**src/rtl/csi_rx_capture_ctrl.sv**
```systemverilog
// csi_rx_capture_ctrl: frame-capture sequencer that gates CSI-2 payload words to a capture sink.
// Define CSI_CAPTURE_LINE_CHECK_EN to build the per-line word-count checker driving err_len.
module csi_rx_capture_ctrl #(
    parameter int MAX_LINES = 1080,
    parameter int EXP_WORDS = 480,
    parameter int LINE_W    = 12,
    parameter int WORD_W    = 14
) (
    input  logic              clock,
    input  logic              reset,
    input  logic              arm,
    input  logic              continuous,
    input  logic              stop,
    input  logic              vsync,
    input  logic              in_frame,
    input  logic              in_line,
    input  logic [31:0]       payload_data,
    input  logic              payload_enable,
    output logic [31:0]       cap_data,
    output logic              cap_valid,
    output logic              cap_sof,
    output logic              cap_eol,
    output logic              busy,
    output logic              done,
    output logic [LINE_W-1:0] line_count,
    output logic [WORD_W-1:0] word_count,
    output logic [15:0]       frame_count,
    output logic              err_overrun,
    output logic              err_len
);

    typedef enum logic [1:0] {
        ST_IDLE,
        ST_ARMED,
        ST_CAPTURE,
        ST_DONE
    } state_t;

    localparam logic [LINE_W-1:0] LINE_SAT    = '1;
    localparam logic [WORD_W-1:0] WORD_SAT    = '1;
    localparam logic [LINE_W-1:0] LINE_ONE    = LINE_W'(1);
    localparam logic [WORD_W-1:0] WORD_ONE    = WORD_W'(1);
    localparam logic [LINE_W:0]   MAX_LINES_X = (LINE_W + 1)'(MAX_LINES);
    localparam logic [WORD_W-1:0] EXP_WORDS_X = WORD_W'(EXP_WORDS);

    state_t          state;
    logic            in_frame_q;
    logic            in_line_q;
    logic            continuous_q;
    logic            stop_pending;
    logic            sof_pending;
    logic            ovr_gate;
    logic            word_clear_pending;

    logic            capturing;
    logic            gate;
    logic            line_end;
    logic            frame_end;
    logic            start_capture;
    logic [LINE_W:0] line_inc;
    logic            line_hits_max;

    always_comb begin
        capturing     = (state == ST_CAPTURE);
        gate          = capturing & payload_enable & ~ovr_gate;
        line_end      = capturing & in_line_q & ~in_line;
        frame_end     = capturing & in_frame_q & ~in_frame;
        start_capture = (state == ST_ARMED) & vsync & ~stop;
        line_inc      = {1'b0, line_count} + {{LINE_W{1'b0}}, 1'b1};
        line_hits_max = (line_inc == MAX_LINES_X);
    end

    always_ff @(posedge clock) begin
        // NOTE: cap_data is reset too, so every output reads zero the cycle after reset.
        if (reset) begin
            state              <= ST_IDLE;
            in_frame_q         <= 1'b0;
            in_line_q          <= 1'b0;
            continuous_q       <= 1'b0;
            stop_pending       <= 1'b0;
            sof_pending        <= 1'b0;
            ovr_gate           <= 1'b0;
            word_clear_pending <= 1'b0;
            cap_data           <= '0;
            cap_valid          <= 1'b0;
            cap_sof            <= 1'b0;
            cap_eol            <= 1'b0;
            busy               <= 1'b0;
            done               <= 1'b0;
            line_count         <= '0;
            word_count         <= '0;
            frame_count        <= '0;
            err_overrun        <= 1'b0;
        end else begin
            in_frame_q <= in_frame;
            in_line_q  <= in_line;
            cap_data   <= payload_data;
            cap_valid  <= gate;
            cap_sof    <= gate & sof_pending;
            cap_eol    <= line_end;

            // word_count keeps the finished line's length until the next line's first word
            if (gate) begin
                sof_pending <= 1'b0;
                if (word_clear_pending) begin
                    word_count         <= WORD_ONE;
                    word_clear_pending <= 1'b0;
                end else if (word_count != WORD_SAT) begin
                    word_count <= word_count + WORD_ONE;
                end
            end

            if (line_end) begin
                word_clear_pending <= 1'b1;
                if (!ovr_gate) begin
                    if (line_count != LINE_SAT)
                        line_count <= line_count + LINE_ONE;
                    if (line_hits_max) begin
                        ovr_gate    <= 1'b1;
                        err_overrun <= 1'b1;
                    end
                end
            end

            case (state)
                ST_IDLE: begin
                    if (arm && !stop) begin
                        state        <= ST_ARMED;
                        continuous_q <= continuous;
                        busy         <= 1'b1;
                    end
                end
                ST_ARMED: begin
                    if (stop) begin
                        state <= ST_IDLE;
                        busy  <= 1'b0;
                    end else if (vsync) begin
                        state              <= ST_CAPTURE;
                        line_count         <= '0;
                        word_count         <= '0;
                        word_clear_pending <= 1'b0;
                        sof_pending        <= 1'b1;
                        ovr_gate           <= 1'b0;
                        err_overrun        <= 1'b0;
                    end
                end
                ST_CAPTURE: begin
                    if (stop)
                        stop_pending <= 1'b1;
                    // a line ending in this same cycle was already counted above
                    if (frame_end) begin
                        frame_count  <= frame_count + 16'd1;
                        stop_pending <= 1'b0;
                        if (continuous_q && !stop_pending && !stop) begin
                            state <= ST_ARMED;
                        end else begin
                            state <= ST_DONE;
                            busy  <= 1'b0;
                            done  <= 1'b1;
                        end
                    end
                end
                ST_DONE: begin
                    if (arm && !stop) begin
                        state        <= ST_ARMED;
                        continuous_q <= continuous;
                        busy         <= 1'b1;
                        done         <= 1'b0;
                    end
                end
                default: state <= ST_IDLE;
            endcase
        end
    end

`ifdef CSI_CAPTURE_LINE_CHECK_EN
    logic [WORD_W-1:0] final_words;
    logic              err_len_q;

    // an empty line still shows the previous line's count, so treat it as zero
    assign final_words = word_clear_pending ? '0 : word_count;

    always_ff @(posedge clock) begin
        if (reset)
            err_len_q <= 1'b0;
        else if (start_capture)
            err_len_q <= 1'b0;
        else if (line_end && !ovr_gate && (final_words != EXP_WORDS_X))
            err_len_q <= 1'b1;
    end

    assign err_len = err_len_q;
`else
    logic [WORD_W-1:0] unused_exp_words;

    assign unused_exp_words = EXP_WORDS_X;
    assign err_len          = 1'b0;
`endif

endmodule

```
**config.mk**
```make
export PLATFORM = sky130hd
export DESIGN_NAME = csi_rx_capture_ctrl
export DESIGN_NICKNAME = d
export VERILOG_FILES = /design/src/rtl/csi_rx_capture_ctrl.sv
export SDC_FILE = /design/constraint.sdc
export NUM_CORES = 1
export LEC_CHECK = 0
export CORE_MARGIN = 4
export CORE_UTILIZATION = 45
export CTS_CLUSTER_DIAMETER = 50
export DETAILED_ROUTE_END_ITERATION = 10
export MAX_ROUTING_LAYER = met4
export PLACE_DENSITY = 0.79
export SETUP_SLACK_MARGIN = 0.15
export SLEW_MARGIN = 30
export SYNTH_ARGS = -nofsm -noshare
export SYNTH_HDL_FRONTEND = slang
export SYNTH_SLANG_ARGS = --single-unit
```
**constraint.sdc**
```tcl
create_clock -name clock -period 2.6 [get_ports clock]
set_clock_uncertainty 0.05 [all_clocks]
set_input_delay 0.52 -clock clock [delete_from_list [all_inputs] [get_ports clock]]
set_output_delay 0.52 -clock clock [all_outputs]
set_load 0.005 [all_outputs]
```
==> impl_results.md, run 1 <==
- Fillers: 626
- CP arrival: 2.42 ns
- IO Pins: 122
- Worst slew pin tran: 0.589 ns
- Sequential-to-total area share from yosys stat: 0.501
- Fraction of layout cells with a size suffix above 1: 0.0721
- Status: completed
- Async SR Flop Fraction: 0
- Vias in the first global route: 2909
- Final period util: 0.838
- Synth Area in Compound Gates: 0.0840
- FF/Latch Area: 1780 sq um
- Worst skew pair latency: 0.34 ns
- Area contributors post-synth: dfxtp_1 50%, nor2b_1 6.5%, nor2_1 4.7%
- Largest family of logic cells by synthesized area: simple AND/OR/NAND/NOR gates
- Chip width: 96.9 um
- Area grow syn2layout: 42.2%
- Hold Fails Final Rpt: 0
- GR Overflow Total: 0
- Post-Syn Nets: 432
- Reg-to-Reg Start: line_count[0]
- Drt pass-1 iters: 4
- Post-Synth XOR/XNOR Area: 0.0689
- Cell with the largest stage delay on the worst path: dfxtp_1
- H-tree depth: 3
- Core Area: 7730 sq um
- CTS buffer count: 9
- CTS sink cnt: 89
- WP data required: 2.85 ns
- Vias per inst: 4.94
- Crit path max fanout: 8
- Slew headroom: 0.604
- DP Cell Count: 599
- Die Y: 96.9 um
- Multi-input logic area: 1680 sq um
- Post-synth top area share: 0.501
- # diodes: 0
- Largest net degree at the start of global routing: 37
- Number of max-slew violations in the final report: 0
- Crit-path max cell delay: 0.48 ns
- Final setup violation count: 0
- Most numerous cell in the Yosys netlist: dfxtp_1
- Pwr dens: 542 nW/um^2
- Hold Path Cell Cnt: 2
- Final min period: 2.18 ns
- Hold Path Class: register to register
- Total track usage: 0.178
- CP cell instances: ha_1, nand3_1, nor3_1, mux2_2, a2111oi_2, a22o_1
- Critical Setup Path Class: register to register
- Synthesized area: 3560 sq um
- Synth Area in Adders: 0.0211
- Initial DRC Count: 81
- Post-synth top area cell: dfxtp_1
- CTS tree: done
- Final ANT Viol Nets: 0
- Die area: 9390 sq um
- Critical path origin: line_count[0]
- Cts-stage hold buffer count: 0
- Root Driver: clkbuf_8
- CP Capture Type: register
- Mapped Cells: 385
- Hold Path Origin: continuous_q
- # port buffers: 120
- WL final: 8.16 mm
- Max clock buf depth: 2
- TNS Setup: 0 ns
- Min Hold Slack: 0.414 ns
- Cell Rows: 32
- Non-Filler Instances: 615
- Top post-synthesis cells by count: 89 x dfxtp_1, 45 x nor2_1, 37 x nor2b_1
- Synth cell types: 53
- DRC: 0
- Clk slew on worst S/H paths: 0.09 ns
- Worst ir drop on vdd: 0.000381 V
- Syn. warnings: 0
- Detail Placement HPWL: 6.21 mm
- Mux contribution to synthesized area: 0.0116
- Syn avg cell area: 9.24 sq um
- Routed WL per cell: 13.3 um
- FF-to-FF path depth: 6
- Post-Synth Simple-Gate Area: 0.285
- Fin nets: 555
- Static Leak: 1.81 nW
- First-pass GRT wire length: 13.7 mm
- Post-synth EDFFs: 0
- FMAX: 459 MHz
- #FFs+latches synth: 89
- CP Launch Type: register
- Starting Density: 0.460
- Global placer's final weighted congestion: 0.796
- Max-Cap Viols: 0
- Primary FF master, synth: dfxtp_1
- RSZ-0062 raised after global routing: false
- Initial antenna violation count: 0
- Via count: 3041
area by class of cell:
| type | count | share of cell area |
|---|---|---|
| sequential | 89 | 0.352 |
| multi-input combinational | 272 | 0.332 |
| timing repair buffer | 127 | 0.247 |
| clock buffer | 11 | 0.0299 |
| tap | 102 | 0.0252 |
| clock inverter | 5 | 0.00742 |
| inverter | 9 | 0.00667 |
path summary, 6_finish.rpt:
check                           slack, ns            to
worst max-delay path                 0.42      ovr_gate
worst min-delay path                 0.41  continuous_q
worst max register to register       0.42      ovr_gate
worst min register to register       0.41  continuous_q
registers in the layout, indices dropped and copies added (netlist names):
name,cells
state,2
stop_pending,1
in_frame_q,1
in_line_q,1
done,1
cap_valid,1
cap_eol,1
err_overrun,1
cap_sof,1
sof_pending,1
continuous_q,1
cap_data,32
word_count,14
busy,1
line_count,12
ovr_gate,1
frame_count,16
word_clear_pending,1
power by group:
| group | switching, W | internal [W] |
|---|---|---|
| clock | 0.000485 | 0.000405 |
| combinational | 0.000170 | 0.000218 |
| sequential | 0.0000386 | 0.00143 |
kinds of logic after synthesis:
group,count (synthesis)
muxes,4
and+or+nand+nor,184
DFF,89
xor gates and xnor gates,28
other,1
adders and majority gates,6
buffers and inverters,24
AOI/OAI and AO/OA,49
worst max-delay path, delay by kind of cell, from the launching register on:
kind	cells	cell delay, ns
fa+ha+maj	1	0.29
mux	1	0.38
flops	1	0.48
compound gates	2	0.51
simple gates	2	0.42
repair_timing:
action,4_1_cts,5_1_grt
setup buffers,0,0
resized for setup,0,1
endpoints found under the setup margin,0,1
stage by stage:
stage | util | cell area, sq um | total power (W) | worst slack (ns)
3_3_place_gp | 0.630 | 4870 | 0.00187 | 0.231
3_5_place_dp | 0.630 | 4870 | 0.00188 | 0.160
6_report | 0.655 | 5060 | 0.00274 | 0.421
5_1_grt | 0.655 | 5060 | 0.00288 | 0.236
4_1_cts | 0.655 | 5060 | 0.00277 | 0.344
2_1_floorplan | - | 3560 | 0.00169 | 0.666
layer usage:
layer / GRT usage / vias to the layer above / part of all wire
met3: 0.0296 / 9 / 0.038
met5: - / - / 0
met4: 0.0551 / 0 / 0.012
met2: 0.299 / 73 / 0.50
met1: 0.218 / 1400 / 0.45
li1: - / 1559 / -
cells in the final DEF (no fill, tap or decap), types with 2 or more instances in the layout:
cell	synthesis	layout
o211ai_1	2	2
nor4_1	6	6
clkbuf_8	0	11
and2_1	3	3
o21ai_0	12	12
nand2_1	27	27
a21oi_1	21	21
nor2b_1	37	37
mux2i_1	3	3
clkdlybuf4s50_1	0	119
a311oi_1	3	3
buf_4	2	7
nor2_1	45	45
and3_1	3	3
and4_1	3	3
a22o_1	2	2
xnor2_1	13	13
and3b_1	2	2
xor2_1	15	15
nor3b_1	2	2
nand4b_1	2	2
inv_1	9	9
or3_1	9	9
clkinvlp_4	0	2
nand4_1	7	7
nand3_1	14	14
nor3_1	8	8
ha_1	6	5
inv_6	0	2
dfxtp_1	89	89
or2_2	4	4
Note: power is estimated with default switching activity, not from simulation.
==> run 2, diff against run 1 <==
- CORE_UTILIZATION: 45 -> 41
- PLACE_DENSITY: 0.79 -> 0.76
- clock period: 2.6 -> 1.8 ns (I/O delays scaled with it)
==> impl_results.md, run 2 (synthesized netlist as in run 1, its figures left out) <==
- CP Launch Type: register (unchanged)
- Via count: 3512 (was 3041)
- RSZ-0062 raised after global routing: true (was false)
- Vias in the first global route: 3441 (was 2909)
- Static Leak: 2.80 nW (was 1.81 nW)
- Largest regs: cap_data x32, frame_count x16, word_count x14 (unchanged)
- Die area: 10200 sq um (was 9390 sq um)
- WL final: 10.5 mm (was 8.16 mm)
- Fraction of layout cells with a size suffix above 1: 0.359 (was 0.0721)
- Worst slew pin tran: 0.624 ns (was 0.589 ns)
- Final setup violation count: 0 (unchanged)
- Final ANT Viol Nets: 0 (unchanged)
- Slew headroom: 0.584 (was 0.604)
- Initial antenna violation count: 0 (unchanged)
- Area grow syn2layout: 74.3% (was 42.2%)
- Fin nets: 630 (was 555)
- Crit-path max cell delay: 0.40 ns (was 0.48 ns)
- Final min period: 1.78 ns (was 2.18 ns)
- IO Pins: 122 (unchanged)
- Pwr dens: 687 nW/um^2 (was 542 nW/um^2)
- # port buffers: 120 (unchanged)
- # diodes: 0 (unchanged)
- Core Area: 8340 sq um (was 7730 sq um)
- Cell with the largest stage delay on the worst path: dfxtp_4 (was dfxtp_1)
- Hold Path Class: primary input to register (was register to register)
- Critical Setup Path Class: register to register (unchanged)
- Worst ir drop on vdd: 0.000552 V (was 0.000381 V)
- Top reg by flops: cap_data (unchanged)
- Root Driver: clkbuf_8 (unchanged)
- Comb pwr share: 0.189 (was 0.142)
- CTS tree: done (unchanged)
- Flop pwr share: 0.494 (was 0.534)
- CP bufs+invs: 1 (was 0)
- Cell Rows: 33 (was 32)
- Fillers: 620 (was 626)
- Drt pass-1 iters: 4 (unchanged)
- Largest net degree at the start of global routing: 60 (was 37)
- WP data required: 2.06 ns (was 2.85 ns)
- CP Capture Type: register (unchanged)
- CP cell instances: ha_4, buf_6, nand2_4, nor4_4, nand4b_1, a2111oi_4, a22o_1 (was ha_1, nand3_1, nor3_1, mux2_2, a2111oi_2, a22o_1)
- Sw Ratio: 0.283 (was 0.253)
- Total track usage: 0.204 (was 0.178)
- Commonest non-fill, non-tap cell in the layout: clkdlybuf4s50_1 (unchanged)
- Switching power total: 0.00120 W (was 0.000693 W)
- Most frequent cells in the layout: 75 x clkdlybuf4s50_1, 72 x buf_4, 43 x dfxtp_1, 38 x nor2_1, 37 x nor2b_1 (was 119 x clkdlybuf4s50_1, 89 x dfxtp_1, 45 x nor2_1, 37 x nor2b_1, 27 x nand2_1)
- Int Pwr: 0.00305 W (was 0.00205 W)
- Max reg flops: 32 (unchanged)
- Worst skew pair latency: 0.36 ns (was 0.34 ns)
- Max clock buf depth: 2 (unchanged)
- Chip width: 101 um (was 96.9 um)
- Fin util: 0.743 (was 0.655)
- Die Y: 101 um (was 96.9 um)
- Clk pwr share: 0.316 (was 0.324)
- DRC: 0 (unchanged)
- First-pass GRT wire length: 16.3 mm (was 13.7 mm)
- Final period util: 0.992 (was 0.838)
- Vias per inst: 5.07 (was 4.94)
- FMAX: 560 MHz (was 459 MHz)
- Initial DRC Count: 57 (was 81)
- Clk slew on worst S/H paths: 0.10 ns (was 0.09 ns)
- Routed WL per cell: 15.2 um (was 13.3 um)
- Starting Density: 0.427 (was 0.460)
- CP arrival: 2.05 ns (was 2.42 ns)
- H-tree depth: 3 (unchanged)
- Hold Fails Final Rpt: 0 (unchanged)
- Detail Placement HPWL: 6.97 mm (was 6.21 mm)
- CTS buffer count: 9 (unchanged)
- Max-Cap Viols: 0 (unchanged)
- Delay-heaviest family, CP: compound AO/OA/AOI/OAI gates (unchanged)
- Number of max-slew violations in the final report: 0 (unchanged)
- Pwr Total: 0.00426 W (was 0.00274 W)
- Status: completed (unchanged)
- Crit path max fanout: 6 (was 8)
- GR Overflow Total: 0 (unchanged)
- CTS sink cnt: 89 (unchanged)
- Global placer's final weighted congestion: 0.850 (was 0.796)
==> run 2: tightest hold or removal path: stages <==
cell	delay [ns]
buf_2	0.15
nor2_2	0.08
o21ai_0	0.07
nor3_1	0.06
==> run 2: what timing repair did <==
item	4_1_cts	5_1_grt
gates cloned	1	0
setup buffers	23	21
endpoints found under the setup margin	77	59
pin swaps	15	47
resized for setup	87	74
hold buffers	0	0
==> run 2: cell type report <==
class                   count  area (sq um)  share of cell area
multi-input cells         273          2090               0.338
flip-flops and latches     89          1880               0.303
repair buffers            201          1860               0.300
well taps                 105           131              0.0212
clock buffers               9           124              0.0200
clock inverters             7          72.6              0.0117
inverters                   9          33.8             0.00545
==> run 2: metal layers <==
layer  vias up  part of all wire  global-route usage
met1      1674              0.41               0.236
li1       1721                 -                   -
met5         -                 0                   -
met4         0             0.019              0.0746
met3        15             0.050              0.0296
met2       102              0.52               0.356
==> run 2: final timing paths <==
check	from	end	slack, ns	cells past startpoint
min reg2reg	continuous_q	continuous_q	0.41	2
max	line_count[1]	ovr_gate	0.02	7
min	reset	word_count[0]	0.34	4
max reg2reg	line_count[1]	ovr_gate	0.02	7
==> run 2: per-stage QoR <==
step           setup TNS (ns)  hold WS, ns  instances  cell area (sq um)  worst slack (ns)
3_3_place_gp            -5.88        0.397        632               5310            -0.343
3_5_place_dp            -6.95        0.403        632               5310            -0.348
4_1_cts                     0        0.315        672               5780            0.0663
5_1_grt                -0.329        0.394        693               6200           -0.0838
2_1_floorplan          -0.137        0.380        385               3780           -0.0789
6_report                    0        0.337        693               6200            0.0152
==> run 2: power by group through the flow <==
stage               clock network [W]  registers (W)  logic (W)
detailed placement                  0        0.00216   0.000653
finish                        0.00135        0.00211   0.000806
global placement                    0        0.00216   0.000642
global route                  0.00145        0.00212   0.000880
floorplan                           0        0.00216   0.000321
CTS                           0.00138        0.00210   0.000685
